--- src/rtl/board_gen_pkg.sv ---
// Shared board-geometry constants, symbol/LFSR constants and the LFSR step helper.
// Latency: n/a (constants and pure functions only).
// Backpressure: n/a.
package board_gen_pkg;

  // Board geometry shared with game_logic and the VGA path.
  localparam int BITS_PER_BLOCK = 4;
  localparam int BLOCKS_WIDE    = 4;
  localparam int BLOCKS_HIGH    = 3;

  // Symbol 0 marks an empty or already-matched block; pairs use 1..N/2.
  localparam logic [BITS_PER_BLOCK-1:0] SYM_EMPTY = '0;

  // Galois feedback taps for the 16-bit LFSR (maximal length).
  localparam logic [15:0] LFSR_TAPS = 16'hB400;

  // One Galois step: shift right, fold the bit shifted out back in through the taps.
  function automatic logic [15:0] lfsr_step(input logic [15:0] v);
    return {1'b0, v[15:1]} ^ (v[0] ? LFSR_TAPS : 16'h0000);
  endfunction

endpackage

--- src/rtl/board_gen_if.sv ---
// Board-build request/result bundle between board_gen and its consumer (game_logic).
// Latency: wires only.
// Backpressure: none; start is a one-cycle request, done is a level.
interface board_gen_if
  import board_gen_pkg::*;
#(
  parameter int BOARD_W = BITS_PER_BLOCK * BLOCKS_WIDE * BLOCKS_HIGH
);

  logic               start;  // one-cycle build request
  logic [BOARD_W-1:0] board;  // packed board image, block k at [k*BITS +: BITS]
  logic               busy;   // filling or shuffling
  logic               done;   // board valid and stable

  // The generator side.
  modport master (
    input  start,
    output board,
    output busy,
    output done
  );

  // The consumer side (game_logic / bench).
  modport slave (
    output start,
    input  board,
    input  busy,
    input  done
  );

endinterface

--- src/rtl/board_gen_lfsr16.sv ---
// Free-running 16-bit Galois LFSR; also reused by game_logic for tie-breaks.
// Latency: new value every cycle, q reflects the register directly.
// Backpressure: none; advances unconditionally whenever out of reset.
module lfsr16
  import board_gen_pkg::*;
#(
  parameter logic [15:0] SEED = 16'hACE1  // must be nonzero or the LFSR locks up
) (
  input  logic        clk,
  input  logic        rst,
  output logic [15:0] q
);

  logic [15:0] lfsr_q;
  logic [15:0] lfsr_d;

  // Next value is always one Galois step ahead.
  always_comb begin
    lfsr_d = lfsr_step(lfsr_q);
  end

  // State register; reset reloads the seed so builds are reproducible.
  always_ff @(posedge clk) begin
    if (rst) begin
      lfsr_q <= SEED;
    end else begin
      lfsr_q <= lfsr_d;
    end
  end

  assign q = lfsr_q;

endmodule

--- src/rtl/board_gen.sv ---
// Builds a shuffled board of matching pairs (fill, Fisher-Yates shuffle, then hold).
// Latency: busy one cycle after start; done >= 2N cycles after start (N+1 with BOARD_GEN_NOSHUFFLE_EN).
// Backpressure: none; start while busy is ignored, done holds the board until the next start.
// BOARD_GEN_NOSHUFFLE_EN: when defined, skip the shuffle for a deterministic bring-up board.
module board_gen
  import board_gen_pkg::*;
#(
  parameter int          BITS = BITS_PER_BLOCK,
  parameter int          COLS = BLOCKS_WIDE,
  parameter int          ROWS = BLOCKS_HIGH,
  parameter logic [15:0] SEED = 16'hACE1
) (
  input  logic        clk,
  input  logic        rst,
  board_gen_if.master bus
);

  localparam int N       = COLS * ROWS;
  localparam int IDX_W   = $clog2(N);
  localparam int BOARD_W = BITS * N;

  localparam logic [IDX_W-1:0] LAST_IDX = IDX_W'(N - 1);
  localparam logic [IDX_W-1:0] ONE_IDX  = IDX_W'(1);

  // State encodings stay local to this block.
  localparam logic [1:0] S_IDLE = 2'd0;
  localparam logic [1:0] S_FILL = 2'd1;
  localparam logic [1:0] S_SHUF = 2'd2;
  localparam logic [1:0] S_DONE = 2'd3;

  logic [1:0]         state_q, state_d;
  logic [IDX_W-1:0]   k_q, k_d;          // fill index, then shuffle index i
  logic [BOARD_W-1:0] board_q, board_d;
  logic [15:0]        lfsr_w;

  // The LFSR runs in every state so the cycle at which start arrives is the entropy.
  lfsr16 #(
    .SEED (SEED)
  ) u_lfsr (
    .clk (clk),
    .rst (rst),
    .q   (lfsr_w)
  );

`ifdef BOARD_GEN_NOSHUFFLE_EN
  // Shuffle is compiled out; the LFSR keeps running only for game_logic's sake.
  logic lfsr_unused;
  assign lfsr_unused = ^lfsr_w;
`else
  logic             lfsr_unused;
  logic [IDX_W-1:0] draw_mask;
  logic [IDX_W-1:0] draw_r;
  logic [BITS-1:0]  sym_i;
  logic [BITS-1:0]  sym_r;

  assign lfsr_unused = ^lfsr_w[15:IDX_W];

  // Smallest all-ones mask covering v: smear the top set bit down to bit 0.
  function automatic logic [IDX_W-1:0] fill_mask(input logic [IDX_W-1:0] v);
    logic [IDX_W-1:0] m;
    m = v;
    for (int s = 0; s < IDX_W; s++) begin
      m = m | (m >> 1);
    end
    return m;
  endfunction

  // Draw a candidate swap partner; values above i are rejected and redrawn next cycle,
  // which keeps the shuffle unbiased at the cost of a variable build time.
  always_comb begin
    draw_mask = fill_mask(k_q);
    draw_r    = lfsr_w[IDX_W-1:0] & draw_mask;
    sym_i     = board_q[k_q * BITS +: BITS];
    sym_r     = board_q[draw_r * BITS +: BITS];
  end
`endif

  // Next-state logic: one block written per FILL cycle, at most one swap per SHUFFLE cycle.
  always_comb begin
    state_d = state_q;
    k_d     = k_q;
    board_d = board_q;

    case (state_q)
      S_IDLE: begin
        if (bus.start) begin
          state_d = S_FILL;
          k_d     = '0;
        end
      end

      S_FILL: begin
        // Blocks 2j and 2j+1 both get symbol j+1.
        board_d[k_q * BITS +: BITS] = BITS'(k_q >> 1) + BITS'(1);
        if (k_q == LAST_IDX) begin
`ifdef BOARD_GEN_NOSHUFFLE_EN
          state_d = S_DONE;
`else
          state_d = S_SHUF;
          k_d     = LAST_IDX;
`endif
        end else begin
          k_d = k_q + ONE_IDX;
        end
      end

      S_SHUF: begin
`ifndef BOARD_GEN_NOSHUFFLE_EN
        if (draw_r <= k_q) begin
          // r == i writes the same symbol back, which is the legal no-op swap.
          board_d[k_q * BITS +: BITS]    = sym_r;
          board_d[draw_r * BITS +: BITS] = sym_i;
          if (k_q == ONE_IDX) begin
            state_d = S_DONE;
          end else begin
            k_d = k_q - ONE_IDX;
          end
        end
`else
        state_d = S_DONE;
`endif
      end

      S_DONE: begin
        // Board is frozen here; a new start rebuilds from scratch.
        if (bus.start) begin
          state_d = S_FILL;
          k_d     = '0;
        end
      end

      default: begin
        state_d = S_IDLE;
      end
    endcase
  end

  // State registers; reset aborts any build and clears the board on the same edge.
  always_ff @(posedge clk) begin
    if (rst) begin
      state_q <= S_IDLE;
      k_q     <= '0;
      board_q <= '0;
    end else begin
      state_q <= state_d;
      k_q     <= k_d;
      board_q <= board_d;
    end
  end

  // Status decoded straight from the state register so they never glitch against board.
  always_comb begin
    bus.board = board_q;
    bus.busy  = (state_q == S_FILL) || (state_q == S_SHUF);
    bus.done  = (state_q == S_DONE);
  end

endmodule
--- src/flat_wrapper.sv ---
// flat-port wrapper written by rule: the top's interface ports become plain ports
module board_gen_flat import board_gen_pkg::*;
#(
  parameter int          BITS = BITS_PER_BLOCK,
  parameter int          COLS = BLOCKS_WIDE,
  parameter int          ROWS = BLOCKS_HIGH,
  parameter logic [15:0] SEED = 16'hACE1
)
  (clk, rst, bus_start, bus_board, bus_busy, bus_done);
  board_gen_if bus_i ();
  input  logic clk;
  input  logic rst;
  input wire logic [$bits(bus_i.start)-1:0] bus_start;
  output wire logic [$bits(bus_i.board)-1:0] bus_board;
  output wire logic [$bits(bus_i.busy)-1:0] bus_busy;
  output wire logic [$bits(bus_i.done)-1:0] bus_done;
  assign bus_i.start = bus_start;
  assign bus_board = bus_i.board;
  assign bus_busy = bus_i.busy;
  assign bus_done = bus_i.done;
  board_gen #(.BITS(BITS), .COLS(COLS), .ROWS(ROWS), .SEED(SEED)) u_core (.clk(clk), .rst(rst), .bus(bus_i));
endmodule
--- config.mk ---
export PLATFORM = sky130hd
export DESIGN_NAME = board_gen_flat
export DESIGN_NICKNAME = d
export VERILOG_FILES = /design/src/rtl/board_gen_pkg.sv /design/src/rtl/board_gen_if.sv /design/src/rtl/board_gen_lfsr16.sv /design/src/rtl/board_gen.sv /design/src/flat_wrapper.sv
export SDC_FILE = /design/constraint.sdc
export NUM_CORES = 1
export LEC_CHECK = 0
export CAP_MARGIN = 5
export CORE_MARGIN = 1.5
export CORE_UTILIZATION = 30
export CTS_BUF_LIST = sky130_fd_sc_hd__clkbuf_16
export DETAILED_ROUTE_END_ITERATION = 10
export PLACE_DENSITY_LB_ADDON = 0.1
export SLEW_MARGIN = 10
export SYNTH_ARGS = -nofsm -noshare
export SYNTH_HDL_FRONTEND = slang
export SYNTH_SLANG_ARGS = --single-unit
--- constraint.sdc ---
create_clock -name clk -period 7.3 [get_ports clk]
set_clock_uncertainty 0.15 [all_clocks]
set_input_delay 0.73 -clock clk [delete_from_list [all_inputs] [get_ports clk]]
set_output_delay 0.73 -clock clk [all_outputs]
set_load 0.1 [all_outputs]
==> flow_summary.ini <==
[synth]
synth-edff-count = 0
synth-seq-area-share_pct = 24.3
synthesis.nets = 752
synthFlopType = dfxtp_1
syn_avg_cell_area_um2 = 7.89
netlist_area_um2 = 5760
yosys-top-cells-count = 81 x nor2_1, 70 x dfxtp_1, 50 x nand2_1, 39 x a21oi_1, 31 x o21ai_0
post-synth-top-count-cell = nor2_1
synth_top_cell_area_share_pct = 24.3
synth_top_area_cell = dfxtp_1
ys_top_cells_by_area = dfxtp_1 24%, nor2_1 5.3%, ha_1 3.9%, a21oi_1 3.4%, a311oi_1 3.3%
synth-seq-cells = 70
synth_cells = 731
synth_cell_types = 82
ys.warnings.count = 0
synthArstFlopShare_pct = 0

[floorplanning]
die_w_um = 142
coreArea_um2 = 18800
initial_utilization_pct = 30.7
ioPinCount = 53
rows = 50
die_area_um2 = 20100
die_h_um = 142

[sta]
max-slew-margin-rel_pct = 14.5
period_share_pct = 67.3
clock.fmax_ghz = 0.203
setup_tns_ps = 0
final-max-slew-violation-count = 0
setup_slack_ps = 2380
setup_viol = 0
hold_violations = 0
worstMarginPinSlew_ps = 1280
post-route-min-period_ps = 4920
grt_setup_unrepaired = no

[detailed_routing]
avgViaCountPerCell = 6.29
vias = 6242
first_pass_iters = 7
wl_per_cell_um = 27.2
wl_mm = 27.0
drtIter0Drc = 563
drtAntennaViolNets = 0
route.detailed.drc = 0

[worst_setup_path]
crit_path_end_kind = register
criticalPathCategory = register to register
critPathLaunchType = register
crit_required_ps = 7350
critPathArrivalTime_ps = 4960
crit_fanout = 27

[power]
vdd_drop_max_v = 0.000283
power_density_nw_per_um2 = 397
leakagePower_nw = 2.08

[global_routing]
grt_pass1_wl_mm = 39.5
grtUsageTotal_pct = 27.2
grt_overflow = 0
grt_pass1_vias = 5826
grt_max_degree = 71
antenna_found_initial = 0

[finish]
drive_gt1_share_pct = 11.3
fill_cells = 1981
multi_input_area_um2 = 3990
seq_area_um2 = 1400
area_growth_pct = 16.8
final_nets = 774

[cts]
htree_levels = 3
numCtsBuffers = 9
clock_sinks = 70
path_clk_slew_ps = 60
clockBufferDepth = 2
root_buffer = clkbuf_16
clk_latency_ps = 350
ctsHoldBuffers = 0
cts_setup_buffers = 0
ctsResizeCount = 0
cts_tree = yes

[placed_design]
pre_cts_ws_ps = 2380
port_buffers = 52
gp_congestion = 0.941
dp_hpwl_mm = 20.1

[run]
cap_violations = 0

[status]
status = finished, final reports clean

[worst_hold_path]
hold_path.class = register to register
==> power breakdown <==
part / leakage, nW / total (mW) / switching, mW / internal, mW
Sequential: 0.569 / 0.451 / 0.0345 / 0.416
Combinational: 1.35 / 1.71 / 1.27 / 0.437
Clock: 0.163 / 0.516 / 0.184 / 0.332
==> path summary, 6_finish.rpt <==
check                     startpoint             endpoint  slack, ps  cells past startpoint
setup / recovery       u_core.k_q[0]  u_core.bus.board[6]       2380                     13
setup reg to reg       u_core.k_q[0]  u_core.bus.board[6]       2380                     13
hold / removal    u_core.u_lfsr.q[6]   u_core.u_lfsr.q[5]        260                      1
hold reg to reg   u_core.u_lfsr.q[6]   u_core.u_lfsr.q[5]        260                      1
==> registers in the layout (all words and copies together) (netlist names) <==
signal,cells
u_core.bus.board,48
u_core.u_lfsr.q,16
u_core.k_q,4
u_core.state_q,2
==> metal layers <==
metal  up-vias  routed length, um  global-route usage, %
met5         -                  0                      0
li1       2840                  -                      -
met1      3075              12200                   37.9
met4         0                631                   8.95
met3        39               1790                   3.91
met2       288              12400                   43.0
==> kinds of logic (layout without fill, tap and decap cells) <==
logic type / Yosys count / after routing / synth area share [%]
compound gates: 242 / 242 / 31.5
xor+xnor: 7 / 7 / 1.32
fa+ha+maj: 18 / 18 / 3.91
buf+inv: 79 / 106 / 6.53
flops: 70 / 70 / 24.3
mux: 29 / 29 / 6.08
other cells: 0 / 1 / 0
simple gates: 286 / 286 / 26.4
==> layout make-up <==
| type | count | area share (%) |
|---|---|---|
| diodes | 1 | 0.0372 |
| clock buffers | 9 | 3.34 |
| clock inverters | 7 | 1.69 |
| inverters | 25 | 1.39 |
| multi-input cells | 582 | 59.3 |
| flip-flops and latches | 70 | 20.8 |
| well taps | 234 | 4.35 |
| repair buffers | 65 | 9.10 |
==> worst max-delay path, stage by stage (launching register included) <==
cell	delay [ps]
dfxtp_1	310
buf_4	310
inv_1	170
ha_1	410
and4bb_4	360
nor2_4	350
inv_2	220
ha_1	660
nand2_1	160
nor3_1	400
nand3_1	210
a21oi_1	620
a21boi_0	280
a311oi_1	130
==> stage by stage <==
step	cell area (um^2)	utilization [%]	power, mW	cells	hold WS (ps)
6_report	6740	35.9	2.68	993	263
5_1_grt	6730	35.9	2.79	992	291
4_1_cts	6730	35.9	2.66	992	265
3_5_place_dp	6390	34.1	2.14	976	247
3_3_place_gp	6390	34.1	2.15	976	240
2_1_floorplan	5760	-	1.62	731	239
==> placed cells by master, fill, tap and decap left out, types with 4 or more instances in the layout <==
master / n
a21boi_0: 6
nand4_1: 9
nand3_1: 30
o211ai_1: 5
nor2b_1: 19
a311oi_1: 22
o22a_1: 4
clkdlybuf4s50_1: 51
o22ai_1: 11
mux2i_1: 10
nor3_1: 19
mux2_2: 15
dfxtp_1: 70
or3_1: 6
and3b_1: 8
o21ai_0: 31
and3_1: 7
nor3b_1: 4
a32oi_1: 4
a221oi_1: 20
inv_1: 23
a21oi_1: 39
ha_1: 18
a222oi_1: 5
xnor2_1: 4
a21o_1: 10
a22oi_1: 15
nor4bb_1: 6
nor2_1: 81
nand2b_1: 16
a211oi_1: 18
clkbuf_16: 9
a31oi_1: 7
buf_4: 13
nand2_1: 50
o21ai_1: 6
or2_2: 9
(Power assumes the default switching activity.)
